--- src/rtl/vdp_pkg.sv ---
// Shared definitions for the VDP pixel engine: bpp encodings, register map,
// pipeline control payload and the palette reset ramp.
package vdp_pkg;

  typedef enum logic [1:0] {
    BPP_8 = 2'd0,
    BPP_4 = 2'd1,
    BPP_2 = 2'd2,
    BPP_1 = 2'd3
  } bpp_e;

  localparam logic [2:0] REG_MODE    = 3'd0;
  localparam logic [2:0] REG_BASE_LO = 3'd1;
  localparam logic [2:0] REG_BASE_HI = 3'd2;
  localparam logic [2:0] REG_STRIDE  = 3'd3;
  localparam logic [2:0] REG_PAL_IDX = 3'd4;
  localparam logic [2:0] REG_PAL_GB  = 3'd5;
  localparam logic [2:0] REG_PAL_R   = 3'd6;

  localparam int unsigned PAL_N = 16;
  localparam int unsigned PAL_W = 12;

  // Field order matches the MODE register layout {vscale, hscale, bpp}
  typedef struct packed {
    logic [1:0] vscale;
    logic [1:0] hscale;
    bpp_e       bpp;
  } mode_t;

  // Per-pixel control carried alongside the memory access
  typedef struct packed {
    logic       vis;
    logic       hs;
    logic       vs;
    bpp_e       bpp;
    logic [2:0] sub;
  } pix_ctl_t;

  function automatic logic [PAL_W-1:0] pal_reset_entry(input logic [3:0] i);
    return {i, i, i};
  endfunction

endpackage

--- src/rtl/vdp_palette.sv ---
// 16x12 palette with staged G/B write, auto-incrementing index and a
// registered read port that also forwards direct (8bpp) colour.
module vdp_palette
  import vdp_pkg::*;
(
  input  logic             clk,
  input  logic             reset,
  input  logic             i_we,
  input  logic [2:0]       i_addr,
  input  logic [7:0]       i_data,
  input  logic             i_rd_vis,
  input  logic             i_rd_direct,
  input  logic [PAL_W-1:0] i_direct_rgb,
  input  logic [3:0]       i_rd_idx,
  output logic [PAL_W-1:0] o_rgb
);

  logic [PAL_W-1:0] r_pal [PAL_N];
  logic [3:0]       r_idx;
  logic [7:0]       r_stg;
  logic [PAL_W-1:0] r_rgb;

  always_ff @(posedge clk) begin
    if (!reset) begin
      for (int unsigned i = 0; i < PAL_N; i++) r_pal[i] <= pal_reset_entry(4'(i));
      r_idx <= 4'd0;
      r_stg <= 8'd0;
    end else if (i_we) begin
      case (i_addr)
        REG_PAL_IDX: r_idx <= i_data[3:0];
        REG_PAL_GB:  r_stg <= i_data;
        REG_PAL_R: begin
          r_pal[r_idx] <= {i_data[3:0], r_stg};
          r_idx        <= r_idx + 4'd1;
        end
        default: ;
      endcase
    end
  end

  // Stage P: blanked pixels are forced to black
  always_ff @(posedge clk) begin
    if (!reset)         r_rgb <= '0;
    else if (!i_rd_vis) r_rgb <= '0;
    else                r_rgb <= i_rd_direct ? i_direct_rgb : r_pal[i_rd_idx];
  end

  assign o_rgb = r_rgb;

endmodule

--- src/rtl/vdp_pixel_engine.sv ---
// Bitmap pixel engine: double-buffered mode/base/stride, scaled address
// generation, latency-matched decode and palette lookup to the RGB DAC.
module vdp_pixel_engine
  import vdp_pkg::*;
#(
  parameter int unsigned ADDR_W      = 16,
  parameter int unsigned COL_W       = 10,
  parameter int unsigned LINE_W      = 10,
  parameter int unsigned MEM_LATENCY = 1
) (
  input  logic              clk,
  input  logic              reset,
  input  logic [COL_W-1:0]  column,
  input  logic [LINE_W-1:0] line,
  input  logic              visible,
  input  logic              hsync_in,
  input  logic              vsync_in,
  input  logic              reg_we,
  input  logic [2:0]        reg_addr,
  input  logic [7:0]        reg_data,
  output logic [ADDR_W-1:0] addr,
  input  logic [7:0]        data_in,
  output logic [3:0]        r,
  output logic [3:0]        g,
  output logic [3:0]        b,
  output logic              hsync,
  output logic              vsync
);

  mode_t             r_mode_sh, r_mode_act;
  logic [ADDR_W-1:0] r_base_sh, r_base_act;
  logic [7:0]        r_stride_sh, r_stride_act;
  logic              r_vs_prev;
  logic [15:0]       w_base_wr;

  always_comb begin
    w_base_wr = 16'(r_base_sh);
    if (reg_addr == REG_BASE_HI) w_base_wr[15:8] = reg_data;
    else                         w_base_wr[7:0]  = reg_data;
  end

  // Shadow registers; active copies swap in on the vsync rising edge
  always_ff @(posedge clk) begin
    if (!reset) begin
      r_mode_sh    <= '0;
      r_mode_act   <= '0;
      r_base_sh    <= '0;
      r_base_act   <= '0;
      r_stride_sh  <= 8'h80;
      r_stride_act <= 8'h80;
      r_vs_prev    <= 1'b0;
    end else begin
      r_vs_prev <= vsync_in;
      if (!r_vs_prev && vsync_in) begin
        r_mode_act   <= r_mode_sh;
        r_base_act   <= r_base_sh;
        r_stride_act <= r_stride_sh;
      end
      if (reg_we) begin
        case (reg_addr)
          REG_MODE:                 r_mode_sh   <= mode_t'(reg_data[5:0]);
          REG_BASE_LO, REG_BASE_HI: r_base_sh   <= ADDR_W'(w_base_wr);
          REG_STRIDE:               r_stride_sh <= reg_data;
          default: ;
        endcase
      end
    end
  end

  logic [COL_W-1:0]  w_px;
  logic [LINE_W-1:0] w_ln;
  logic [COL_W-1:0]  w_byte;
  logic [8:0]        w_stride;
  logic [2:0]        w_sub;
  logic [ADDR_W-1:0] w_addr;

  // Modular arithmetic in ADDR_W bits equals truncating the full-width sum
  assign w_px     = column >> r_mode_act.hscale;
  assign w_ln     = line >> r_mode_act.vscale;
  assign w_byte   = w_px >> r_mode_act.bpp;
  assign w_stride = (r_stride_act == 8'd0) ? 9'd256 : {1'b0, r_stride_act};
  assign w_sub    = 3'(w_px) & 3'((4'd1 << r_mode_act.bpp) - 4'd1);
  assign w_addr   = r_base_act + ADDR_W'(w_ln) * ADDR_W'(w_stride) + ADDR_W'(w_byte);

  logic [ADDR_W-1:0] r_addr;
  pix_ctl_t          r_a_ctl;

  // Stage A
  always_ff @(posedge clk) begin
    if (!reset) begin
      r_addr  <= '0;
      r_a_ctl <= '0;
    end else begin
      r_addr  <= w_addr;
      r_a_ctl <= '{vis: visible, hs: hsync_in, vs: vsync_in, bpp: r_mode_act.bpp, sub: w_sub};
    end
  end

  assign addr = r_addr;

  for (genvar i = 0; i < MEM_LATENCY; i++) begin : g_dly
    pix_ctl_t r_q;
    if (i == 0) begin : g_first
      always_ff @(posedge clk) begin
        if (!reset) r_q <= '0;
        else        r_q <= r_a_ctl;
      end
    end else begin : g_next
      always_ff @(posedge clk) begin
        if (!reset) r_q <= '0;
        else        r_q <= g_dly[i-1].r_q;
      end
    end
  end

  pix_ctl_t   w_d_ctl;
  logic [11:0] w_direct_rgb;
  logic [3:0]  w_idx;

  assign w_d_ctl      = g_dly[MEM_LATENCY-1].r_q;
  assign w_direct_rgb = {data_in[2:0], 1'b0, data_in[5:3], 1'b0, data_in[7:6], 2'b00};

  // Stage D: MSB-first field extraction
  always_comb begin
    w_idx = 4'd0;
    case (w_d_ctl.bpp)
      BPP_4:   w_idx = 4'(data_in >> {~w_d_ctl.sub[0], 2'b00});
      BPP_2:   w_idx = {2'b00, 2'(data_in >> {~w_d_ctl.sub[1:0], 1'b0})};
      BPP_1:   w_idx = {3'b000, 1'(data_in >> ~w_d_ctl.sub)};
      default: w_idx = 4'd0;
    endcase
  end

  logic [11:0] w_rgb;

  vdp_palette u_palette (
    .clk          (clk),
    .reset        (reset),
    .i_we         (reg_we),
    .i_addr       (reg_addr),
    .i_data       (reg_data),
    .i_rd_vis     (w_d_ctl.vis),
    .i_rd_direct  (w_d_ctl.bpp == BPP_8),
    .i_direct_rgb (w_direct_rgb),
    .i_rd_idx     (w_idx),
    .o_rgb        (w_rgb)
  );

  logic r_hs, r_vs;

  // Stage P syncs, aligned with the palette read register
  always_ff @(posedge clk) begin
    if (!reset) begin
      r_hs <= 1'b0;
      r_vs <= 1'b0;
    end else begin
      r_hs <= w_d_ctl.hs;
      r_vs <= w_d_ctl.vs;
    end
  end

  assign r     = w_rgb[11:8];
  assign g     = w_rgb[7:4];
  assign b     = w_rgb[3:0];
  assign hsync = r_hs;
  assign vsync = r_vs;

endmodule

--- config.mk ---
export PLATFORM = sky130hd
export DESIGN_NAME = vdp_pixel_engine
export DESIGN_NICKNAME = d
export VERILOG_FILES = /design/src/rtl/vdp_pkg.sv /design/src/rtl/vdp_palette.sv /design/src/rtl/vdp_pixel_engine.sv
export SDC_FILE = /design/constraint.sdc
export NUM_CORES = 1
export LEC_CHECK = 0
export BUFFER_PORTS_ARGS = -buffer_cell sky130_fd_sc_hd__buf_2
export CAP_MARGIN = 30
export CORE_UTILIZATION = 65
export DETAILED_ROUTE_END_ITERATION = 10
export PLACE_DENSITY = 0.84
export SYNTH_ARGS = -nofsm -noshare
export SYNTH_HDL_FRONTEND = slang
export SYNTH_HIERARCHICAL = 1
export SYNTH_SLANG_ARGS = --single-unit
--- constraint.sdc ---
create_clock -name clk -period 13.2 [get_ports clk]
set_input_delay 0.66 -clock clk [delete_from_list [all_inputs] [get_ports clk]]
set_output_delay 0.66 -clock clk [all_outputs]
set_load 0.02 [all_outputs]
==> results.ini, run 1 <==
[global_route]
grtUsageTotal_pct=32.8
antenna_found_initial=2
gr-total-overflow=0
grt_max_degree=70
grt_pass1_wl_mm=66.4
grt_pass1_vias=12100

[final_layout]
syn_to_final_growth_pct=9.07
multiInputGateArea_um2=7800
fill_cells=1608
layout-drive-gt1-share_pct=12.9
seq_area_um2=8130
layout.cells.non_filler=1944
num_antenna_cells=0
nets=1753

[logic_synthesis]
avgSynthCellArea_um2=10.9
synth_top_area_share_pct=34.1
synth.top_cells.by_count=nand2_1, edfxtp_1, inv_1
async_reset_ff_share_pct=0
post-synth-top-count-cell=nand2_1
syn-instance-count=1557
yosysUniqueCellTypes=68
synth_area_leaders=edfxtp_1, dfxtp_1, fa_1
yosys.area.top_type=edfxtp_1
synth_edf_count=192
syn_area_um2=16900
ys_seq_area_share_pct=48.1
ys_warn_count=6
synth-seq-cells=310
synth_ff_type=edfxtp_1

[floorplanning]
die_w_um=163
core_um2=25300
die_y_um=163
rows=58
pin_count=75
initial_core_util_pct=66.7
die_area_um2=26700

[critical_path]
ff2ff_setup_slack_ns=7.13
critPathLaunchType=flip-flop
cp_top_family=adder cells
worst-path-buf-inv=5
worstPathCellList=mux2i_1 -> a21oi_1 -> nand2_1 -> fa_1 -> inv_1 -> fa_1 -> inv_1 -> fa_1 -> inv_1 -> fa_1 -> inv_1 -> fa_1 -> inv_1 -> ha_1 -> o21ai_1 -> nand2b_1 -> a21oi_1 -> a211oi_1 -> or4_1 -> nand4_1
crit_slowest_cell=a21oi_1
worstPathMaxFanout=14
r2r-start=r_mode_act[4]
r2r-end=addr[12]
end_kind=flip-flop
r2r_cells=20
critical_path_class=reg -> reg
crit_arrival_ns=6.57
cp.required_ns=13.71
slowest_delay_ns=0.74

[cts]
post-cts-setup-buffer-count=0
cts_resized=0
postCtsHoldBufs=0
clockBufferDepth=3
ctsRootBufferMaster=clkbuf_16
cts_made_buffers=31
clk_latency_ns=0.56
h-tree-depth=1
cts_sinks=310
clk_pin_slew_worst_paths_ns=0.07
cts_tree=done

[power]
design_power_total_mw=2.14
powerDensity_nw_per_um2=116
irDropWorstVdd_mv=0.147
leakage_nw=6.83

[route]
detail_route.wl_per_cell_um=22.1
viasPerCell=6.37
met2_length_mm=20.1
met1_length_mm=16.4
wl_met3_mm=5.25
antenna_left=0
finalWirelength_mm=42.9
vias=12400
dr.pass1.iters=6
top_layer=met5
first_iter_violations=1771
drc=0

[sta]
worst_pin_slew_ns=0.962
timing.setup.tns_ns=0
skew_ns=0.00779
drv_slew=0
setup_viol=0
fin_crit_sh_pct=46.0
relSlewSlack_pct=35.7
fin_crit_ns=6.07
max_freq_ghz=0.165
rsz0062_at_grt=no
finalHoldViolCount=0

[place]
place_congestion=0.888
dp.cells=1885
portBuffers=74
dp.final_hpwl_mm=27.9

[job]
cap_violations=0

[worst_hold_path]
min_from=hsync_in
whs_endpoint=r_a_ctl[6]
worstHoldPathType=in -> reg
whs_path_depth=2

[outcome]
run_status=finished clean

[per-layer routing]
metal / vias to the layer above / GRT usage [%]
li1: 5396 / -
met1: 6054 / 45.4
met2: 824 / 52.9
met3: 109 / 6.70
met4: 2 / 9.09
met5: - / 0
[registers in the layout (all words and copies together), names as in the netlist]
register and cells:
r_a_ctl 8, u_palette/r_pal 192, u_palette/o_rgb 12, addr 16
r_base_act 16, u_palette/r_idx 4, vsync 1, r_base_sh 16
hsync 1, r_mode_sh 6, u_palette/r_stg 8, g_dly.r_q 8
r_stride_act 8, r_mode_act 6, r_stride_sh 8
[power breakdown]
group / switching, mW / internal [mW] / total, mW
combinational: 0.141 / 0.0728 / 0.214
clock: 0.365 / 0.501 / 0.866
sequential: 0.0120 / 1.05 / 1.06
[layout make-up]
type,instances,area share (%)
well taps,330,2.24
multi-input cells,1007,42.3
inverters,144,2.93
repair buffers,95,2.99
clock buffers,47,4.81
flip-flops and latches,310,44.1
clock inverters,11,0.611
[worst max-delay path by stage]
stage | cells past startpoint | endpoint | slack [ns] | start
floorplan | 19 | addr[12] | 7.89 | r_mode_act[5]
global placement | 20 | addr[12] | 7.35 | line[5]
detailed placement | 22 | addr[12] | 7.22 | line[5]
CTS | 20 | addr[12] | 7.21 | r_mode_act[4]
global route | 20 | addr[12] | 6.74 | r_mode_act[4]
finish | 20 | addr[12] | 7.13 | r_mode_act[4]
[cells by family after synthesis]
group / Yosys count / synth area share, %
other: 1 / 0.0222
adder cells (fa/ha/maj): 119 / 12.2
AND/OR/NAND/NOR: 588 / 16.3
multiplexers: 118 / 10.5
XOR/XNOR: 13 / 0.755
buffers and inverters: 243 / 5.98
AO/OA/AOI/OAI: 165 / 6.16
flip-flops: 310 / 48.1
[per-stage QoR]
stage	cell area (um2)	setup slack [ns]	hold slack, ns	utilization [%]
global placement	17400	7.35	0.419	68.6
global route	18400	6.74	0.313	72.8
detailed placement	17400	7.22	0.421	68.7
floorplan	16900	7.89	0.412	-
CTS	18400	7.21	0.308	72.7
finish	18400	7.13	0.309	72.8
[layout by cell type (no fill, tap or decap), types with 11 or more instances in the layout]
cell type,n
o21ai_1,20
and3_1,26
nor2_1,76
nand3_1,29
edfxtp_1,192
a221oi_1,11
clkbuf_16,31
mux4_2,35
clkbuf_1,11
nand2_1,273
a22oi_1,13
buf_2,74
ha_1,42
inv_1,141
nor4_1,16
mux2_2,14
a21oi_1,64
fa_1,77
and2_1,56
or3_1,30
o21ai_0,15
nand2b_1,12
buf_4,19
mux2i_1,58
dfxtp_1,118
nor2b_1,12
nor3_1,35
(Power assumes the default switching activity.)
==> run 2, diff against run 1 <==
--- a/config.mk
+++ b/config.mk
@@ -7,9 +7,9 @@
 export LEC_CHECK = 0
 export BUFFER_PORTS_ARGS = -buffer_cell sky130_fd_sc_hd__buf_2
 export CAP_MARGIN = 30
-export CORE_UTILIZATION = 65
+export CORE_UTILIZATION = 62
 export DETAILED_ROUTE_END_ITERATION = 10
-export PLACE_DENSITY = 0.84
+export PLACE_DENSITY = 0.8
 export SYNTH_ARGS = -nofsm -noshare
 export SYNTH_HDL_FRONTEND = slang
 export SYNTH_HIERARCHICAL = 1
==> constraint.sdc (replaced) <==
create_clock -name clk -period 5.69 [get_ports clk]
set_input_delay 0.2845 -clock clk [delete_from_list [all_inputs] [get_ports clk]]
set_output_delay 0.2845 -clock clk [all_outputs]
set_load 0.02 [all_outputs]
==> results.ini, run 2 (synthesis results as in run 1) <==
[outcome]
run_status=finished clean

[floorplanning]
initial_core_util_pct=62.9  ; -3.8 points
die_y_um=167  ; +2.4%
rows=60  ; +3.4%
core_um2=26900  ; +6.1%
die_area_um2=27900  ; +4.8%
die_w_um=167  ; +2.4%
pin_count=75  ; unchanged

[final_layout]
layout.cells.non_filler=1978  ; +1.7%
multiInputGateArea_um2=7830  ; +0.34%
final_common_cell=nand2_1
final_cell_area_um2=18700  ; +1.3%
fill_cells=1890  ; +18%
syn_to_final_growth_pct=10.5
largest_reg_flops=192  ; unchanged
layout-drive-gt1-share_pct=13.9  ; +0.99 points
final_cell_mix=nand2_1, edfxtp_1, inv_1, dfxtp_1, fa_1
regMostFlops=u_palette/r_pal
seq_area_um2=8130  ; about the same
nets=1776  ; +1.3%

[route]
drc=0  ; unchanged
vias=12300  ; -1.1%
detail_route.wl_per_cell_um=21.1  ; -4.2%
first_iter_violations=1426  ; -19%
dr.pass1.iters=5  ; -1
viasPerCell=6.19  ; -2.8%
antenna_left=0  ; unchanged
finalWirelength_mm=41.8  ; -2.5%

[sta]
skew_ns=0.0182  ; +0.0104 ns
drv_slew=0  ; unchanged
fin_crit_ns=5.46  ; -0.606 ns
max_freq_ghz=0.183  ; +11%
setup_viol=0  ; unchanged
relSlewSlack_pct=33.6  ; -2.1 points
fin_crit_sh_pct=96.0  ; +50 points
finalHoldViolCount=0  ; unchanged
worst_pin_slew_ns=0.994  ; +0.0319 ns
timing.setup.tns_ns=0  ; unchanged

[cts]
cts_tree=done
clk_pin_slew_worst_paths_ns=0.06  ; about the same
h-tree-depth=1  ; unchanged
cts_sinks=310  ; unchanged
clockBufferDepth=3  ; unchanged
ctsRootBufferMaster=clkbuf_16
clk_latency_ns=0.57  ; about the same
cts_made_buffers=31  ; unchanged

[global_route]
grt_max_degree=62  ; -11%
grt_pass1_wl_mm=65.3  ; -1.6%
grtUsageTotal_pct=30.3  ; -2.5 points
antenna_found_initial=5  ; +3
gr-total-overflow=0  ; unchanged
grt_pass1_vias=11900  ; -1.6%

[place]
dp.final_hpwl_mm=28.3  ; +1.6%
placed_area_um2=17500  ; +0.73%
dp.cells=1909  ; +1.3%
portBuffers=74  ; unchanged
place_congestion=0.929  ; +4.6%

[power]
clkPwrFrac_pct=40.2  ; -0.2 points
combPwrFrac_pct=10.2  ; +0.2 points
switching_share_pct=24.3  ; +0.10 points
leakage_nw=6.94  ; +1.6%
seqPwrFrac_pct=49.7  ; about the same
p_sw_mw=1.20  ; +130%
irDropWorstVdd_mv=0.224  ; +52%
powerDensity_nw_per_um2=265  ; +130%
p_int_mw=3.75  ; +130%
design_power_total_mw=4.95  ; +130%

[critical_path]
cp.required_ns=6.19  ; -7.52 ns
crit_arrival_ns=5.97  ; -0.60 ns
critical_path_class=reg -> reg
end_kind=flip-flop
worstPathMaxFanout=8  ; -6
critPathLaunchType=flip-flop

[job]
cap_violations=0  ; unchanged

[worst_hold_path]
worstHoldPathType=in -> reg

run 2: changes by cell type in the layout (fill, tap and decap cells not counted), moves of 2 or more:
cell,previous run,this run
a21oi_1,64,62
a21oi_2,0,2
buf_4,19,30
buf_8,0,2
clkbuf_1,11,7
clkbuf_8,5,0
clkinv_1,0,7
dfxtp_1,118,116
dfxtp_2,0,2
dlygate4sd3_1,0,8
inv_6,2,0
mux2i_1,58,56
mux2i_2,0,2
run 2: worst paths after layout:
check,end,startpoint,depth (start not counted),slack (ns)
setup reg to reg,addr[12],r_mode_act[4],19,0.23
hold reg to reg,g_dly[0].r_q[6],r_a_ctl[6],1,0.43
setup / recovery,addr[12],r_mode_act[4],19,0.23
hold / removal,u_palette/o_rgb[11],data_in[2],3,0.01
run 2: worst max-delay path, stage by stage (launching register included):
cell and delay, ns:
dfxtp_2 0.40, buf_4 0.20, mux2i_1 0.15, mux2i_2 0.31
nand2_1 0.13, fa_1 0.52, inv_1 0.05, fa_1 0.49
inv_1 0.06, fa_1 0.52, inv_1 0.05, fa_1 0.48
inv_1 0.05, fa_1 0.49, inv_1 0.06, ha_1 0.28
nor4_2 0.42, a211oi_2 0.15, or4_1 0.50, nand4_1 0.08
run 2: what timing repair did:
action / in CTS / in global routing
hold buffers: 8 / 0
gates resized for setup: 0 / 8
setup endpoints to repair: 0 / 6
endpoints found under the hold margin: 8 / 0
buffers inserted: 0 / 1
run 2: stage by stage:
| step | setup slack (ns) | util, % | hold WS (ns) |
|---|---|---|---|
| 4_1_cts | 0.0444 | 69.2 | 0.00196 |
| 5_1_grt | -0.0362 | 69.5 | 0.0167 |
| 3_3_place_gp | 0.249 | 65.0 | 0.420 |
| 6_report | 0.228 | 69.5 | 0.0142 |
| 2_1_floorplan | 0.380 | - | 0.404 |
| 3_5_place_dp | 0.101 | 65.2 | 0.419 |
run 2: area by class of cell:
| cell class | count | area share, % |
|---|---|---|
| Inverter | 144 | 2.90 |
| Antenna cell | 1 | 0.0134 |
| Clock inverter | 19 | 0.958 |
| Clock buffer | 38 | 4.30 |
| Timing Repair Buffer | 118 | 4.07 |
| Sequential cell | 310 | 43.5 |
| Tap cell | 341 | 2.29 |
| Multi-Input combinational cell | 1007 | 41.9 |
run 2: routing by layer:
metal | track usage [%] | share of wire (%)
met1 | 42.9 | 39
met2 | 47.1 | 46
met3 | 6.33 | 12
met4 | 9.82 | 2.8
met5 | 0 | 0.11
run 2: power groups by stage:
stage	clock network, mW	logic [mW]	registers [mW]
2_1_floorplan	0	0.296	2.52
3_3_place_gp	0	0.466	2.50
3_5_place_dp	0	0.482	2.50
4_1_cts	2.00	0.491	2.46
5_1_grt	2.08	0.553	2.46
6_report	1.99	0.503	2.46
==> run 3, diff against run 2 <==
--- a/config.mk
+++ b/config.mk
@@ -5,6 +5,7 @@
 export SDC_FILE = /design/constraint.sdc
 export NUM_CORES = 1
 export LEC_CHECK = 0
+export ABC_AREA = 1
 export BUFFER_PORTS_ARGS = -buffer_cell sky130_fd_sc_hd__buf_2
 export CAP_MARGIN = 30
 export CORE_UTILIZATION = 62
==> results.ini, run 3 <==
[cts]
cts_sinks=310  ; unchanged
ctsRootBufferMaster=clkbuf_16
h-tree-depth=1  ; unchanged
clk_pin_slew_worst_paths_ns=0.06  ; about the same
clockBufferDepth=3  ; unchanged
cts_made_buffers=31  ; unchanged
cts_tree=done
clk_latency_ns=0.56  ; about the same

[logic_synthesis]
ys_seq_area_share_pct=47.3  ; -0.77 points
yosys.area.top_type=edfxtp_1
synth_area_leaders=edfxtp_1, dfxtp_1, nand2_1
async_reset_ff_share_pct=0  ; unchanged
synth_ff_type=edfxtp_1
ys_warn_count=6  ; unchanged
syn_area_um2=17200  ; +1.6%
avgSynthCellArea_um2=8.38  ; -23%
yosysUniqueCellTypes=45  ; -34%
synth_edf_count=192  ; unchanged
synth-seq-cells=310  ; unchanged
syn-instance-count=2051  ; +32%
synth_top_area_share_pct=33.6  ; -0.55 points
post-synth-top-count-cell=nand2_1
synth.top_cells.by_count=nand2_1, nor2_1, inv_1

[floorplanning]
pin_count=75  ; unchanged
core_um2=27100  ; +0.84%
initial_core_util_pct=63.4  ; +0.50 points
die_y_um=168  ; +0.80%
die_w_um=168  ; +0.80%
die_area_um2=28400  ; +1.6%
rows=60  ; unchanged

[sta]
fin_crit_ns=5.29  ; -0.171 ns
fin_crit_sh_pct=93.0  ; -3.0 points
rsz0062_at_grt=no
finalHoldViolCount=0  ; unchanged
drv_slew=0  ; unchanged
worst_pin_slew_ns=0.929  ; -0.0654 ns
setup_viol=0  ; unchanged
relSlewSlack_pct=38.0  ; +4.4 points
max_freq_ghz=0.189  ; +3.2%
skew_ns=0.0185  ; +0.000373 ns
timing.setup.tns_ns=0  ; unchanged

[outcome]
run_status=finished clean

[worst_hold_path]
worstHoldPathType=in -> reg
whs_path_depth=5  ; +2
whs_endpoint=u_palette/o_rgb[10]
min_from=data_in[1]

[route]
vias=13700  ; +12%
viasPerCell=5.51  ; -11%
first_iter_violations=1233  ; -14%
detail_route.wl_per_cell_um=16.7  ; -21%
dr.pass1.iters=5  ; unchanged
drc=0  ; unchanged
finalWirelength_mm=41.6  ; -0.46%
antenna_left=0  ; unchanged

[power]
leakage_nw=8.13  ; +17%
irDropWorstVdd_mv=0.430  ; +92%
design_power_total_mw=6.27  ; +27%
powerDensity_nw_per_um2=333  ; +26%

[global_route]
antenna_found_initial=2  ; -3
grt_pass1_wl_mm=68.2  ; +4.4%
grt_max_degree=79  ; +27%
grtUsageTotal_pct=30.5  ; +0.18 points
gr-total-overflow=0  ; unchanged
grt_pass1_vias=13400  ; +13%

[final_layout]
layout-drive-gt1-share_pct=10.0  ; -3.9 points
regMostFlops=u_palette/r_pal
fill_cells=2080  ; +10%
final_cell_mix=nand2_1, nor2_1, inv_1, nand3_1, edfxtp_1
nets=2253  ; +27%
largest_reg_flops=192  ; unchanged
syn_to_final_growth_pct=9.62
final_common_cell=nand2_1

[critical_path]
ff2ff_setup_slack_ns=0.40  ; +0.17 ns
worstPathMaxFanout=10  ; +2
r2r-end=addr[12]
cp_common_cell=inv_1
r2r_cells=24  ; +5
r2r-start=r_mode_act[4]
cp.required_ns=6.16  ; -0.03 ns
crit_arrival_ns=5.76  ; -0.21 ns
critical_path_class=reg -> reg
worstPathCellList=inv_8 -> nand2_4 -> nand2_1 -> inv_1 -> o21ai_0 -> inv_1 -> nand2_1 -> fa_1 -> inv_1 -> fa_1 -> inv_1 -> fa_1 -> inv_1 -> fa_1 -> inv_1 -> fa_1 -> inv_1 -> ha_1 -> nand2_1 -> nor3_1 -> nand3_1 -> nand3_1 -> o21ai_0 -> a21oi_1
end_kind=flip-flop
slowest_delay_ns=0.53  ; about the same
crit_slowest_cell=fa_1
critPathLaunchType=flip-flop

[place]
place_congestion=0.979  ; +5.3%
dp.final_hpwl_mm=29.5  ; +4.1%
portBuffers=74  ; unchanged

[job]
cap_violations=0  ; unchanged

==> run 3: cell types whose count changed after synthesis, sizes merged, moves of 32 or more <==
cell / before / now
and2: 57 / 2
clkbuf: 83 / 49
inv: 143 / 244
mux2i: 58 / 3
mux4: 43 / 0
nand2: 273 / 591
nand3: 29 / 197
nor2: 79 / 292
nor3: 35 / 3
o21ai: 37 / 108
==> run 3: kinds of logic (layout without fill, tap and decap cells) <==
logic type      Yosys count  after routing  synth area share, %
compound gates          179            179                 5.42
xor+xnor                  3              3                0.153
fa+ha+maj               119            119                 12.0
buf+inv                 346            406                 8.20
flops                   310            310                 47.3
mux                       3              3                0.175
other cells               1              5               0.0218
simple gates           1090           1090                 26.7
==> run 3: worst max path at each step <==
| stage | endpoint | startpoint | cells past startpoint |
|---|---|---|---|
| 2_1_floorplan | addr[11] | r_mode_act[4] | 27 |
| 3_3_place_gp | addr[11] | r_mode_act[4] | 26 |
| 3_5_place_dp | addr[11] | r_mode_act[4] | 26 |
| 4_1_cts | addr[11] | r_mode_act[4] | 26 |
| 5_1_grt | addr[12] | r_mode_act[4] | 24 |
| 6_report | addr[12] | r_mode_act[4] | 24 |
==> run 3: metrics by stage <==
stage	instances	util, %	hold WS, ns	worst slack [ns]	area (um2)
detailed placement	2424	65.4	0.398	0.256	17700
floorplan	2054	-	0.378	0.962	17200
global route	2487	69.5	0.0931	0.0173	18800
global placement	2423	65.4	0.393	0.363	17700
CTS	2486	69.5	0.0557	0.223	18800
finish	2487	69.5	0.0761	0.399	18800
==> run 3: metal layers <==
metal  share of wire [%]  global-route usage, %
met1                  39                   38.4
met2                  49                   52.9
met3                 7.3                   4.07
met4                 4.1                   13.1
met5               0.026                      0
==> run 3: repair_timing <==
action                                  in CTS  in global routing
buffers inserted                             0                  0
resized for setup                            0                  2
endpoints found under the setup margin       0                  7
hold buffers                                 4                  0
endpoints found under the hold margin        4                  0
==> run 3: power breakdown <==
| part | internal (mW) | switching (mW) | total (mW) | leakage [nW] |
|---|---|---|---|---|
| Combinational | 0.557 | 1.08 | 1.64 | 4.99 |
| Clock | 1.26 | 0.832 | 2.09 | 0.529 |
| Sequential | 2.48 | 0.0511 | 2.53 | 2.61 |
| Total | 4.30 | 1.96 | 6.27 | 8.13 |
==> run 3: critical path: cells and delay by family, from the launching register on <==
kind	cells	cell delay (ns)
buffers and inverters	8	0.62
AOI/OAI and AO/OA	3	0.42
DFF	1	0.51
and+or+nand+nor	7	0.79
adders and majority gates	6	2.83
==> run 3: area by class of cell <==
class / count / area (um2) / area share [%]
sequential: 310 / 8130 / 43.2
tap: 372 / 465 / 2.47
clock inverter: 10 / 156 / 0.831
antenna: 1 / 2.50 / 0.0133
timing repair buffer: 90 / 515 / 2.74
clock buffer: 48 / 897 / 4.76
inverter: 258 / 983 / 5.22
multi-input combinational: 1398 / 7680 / 40.8
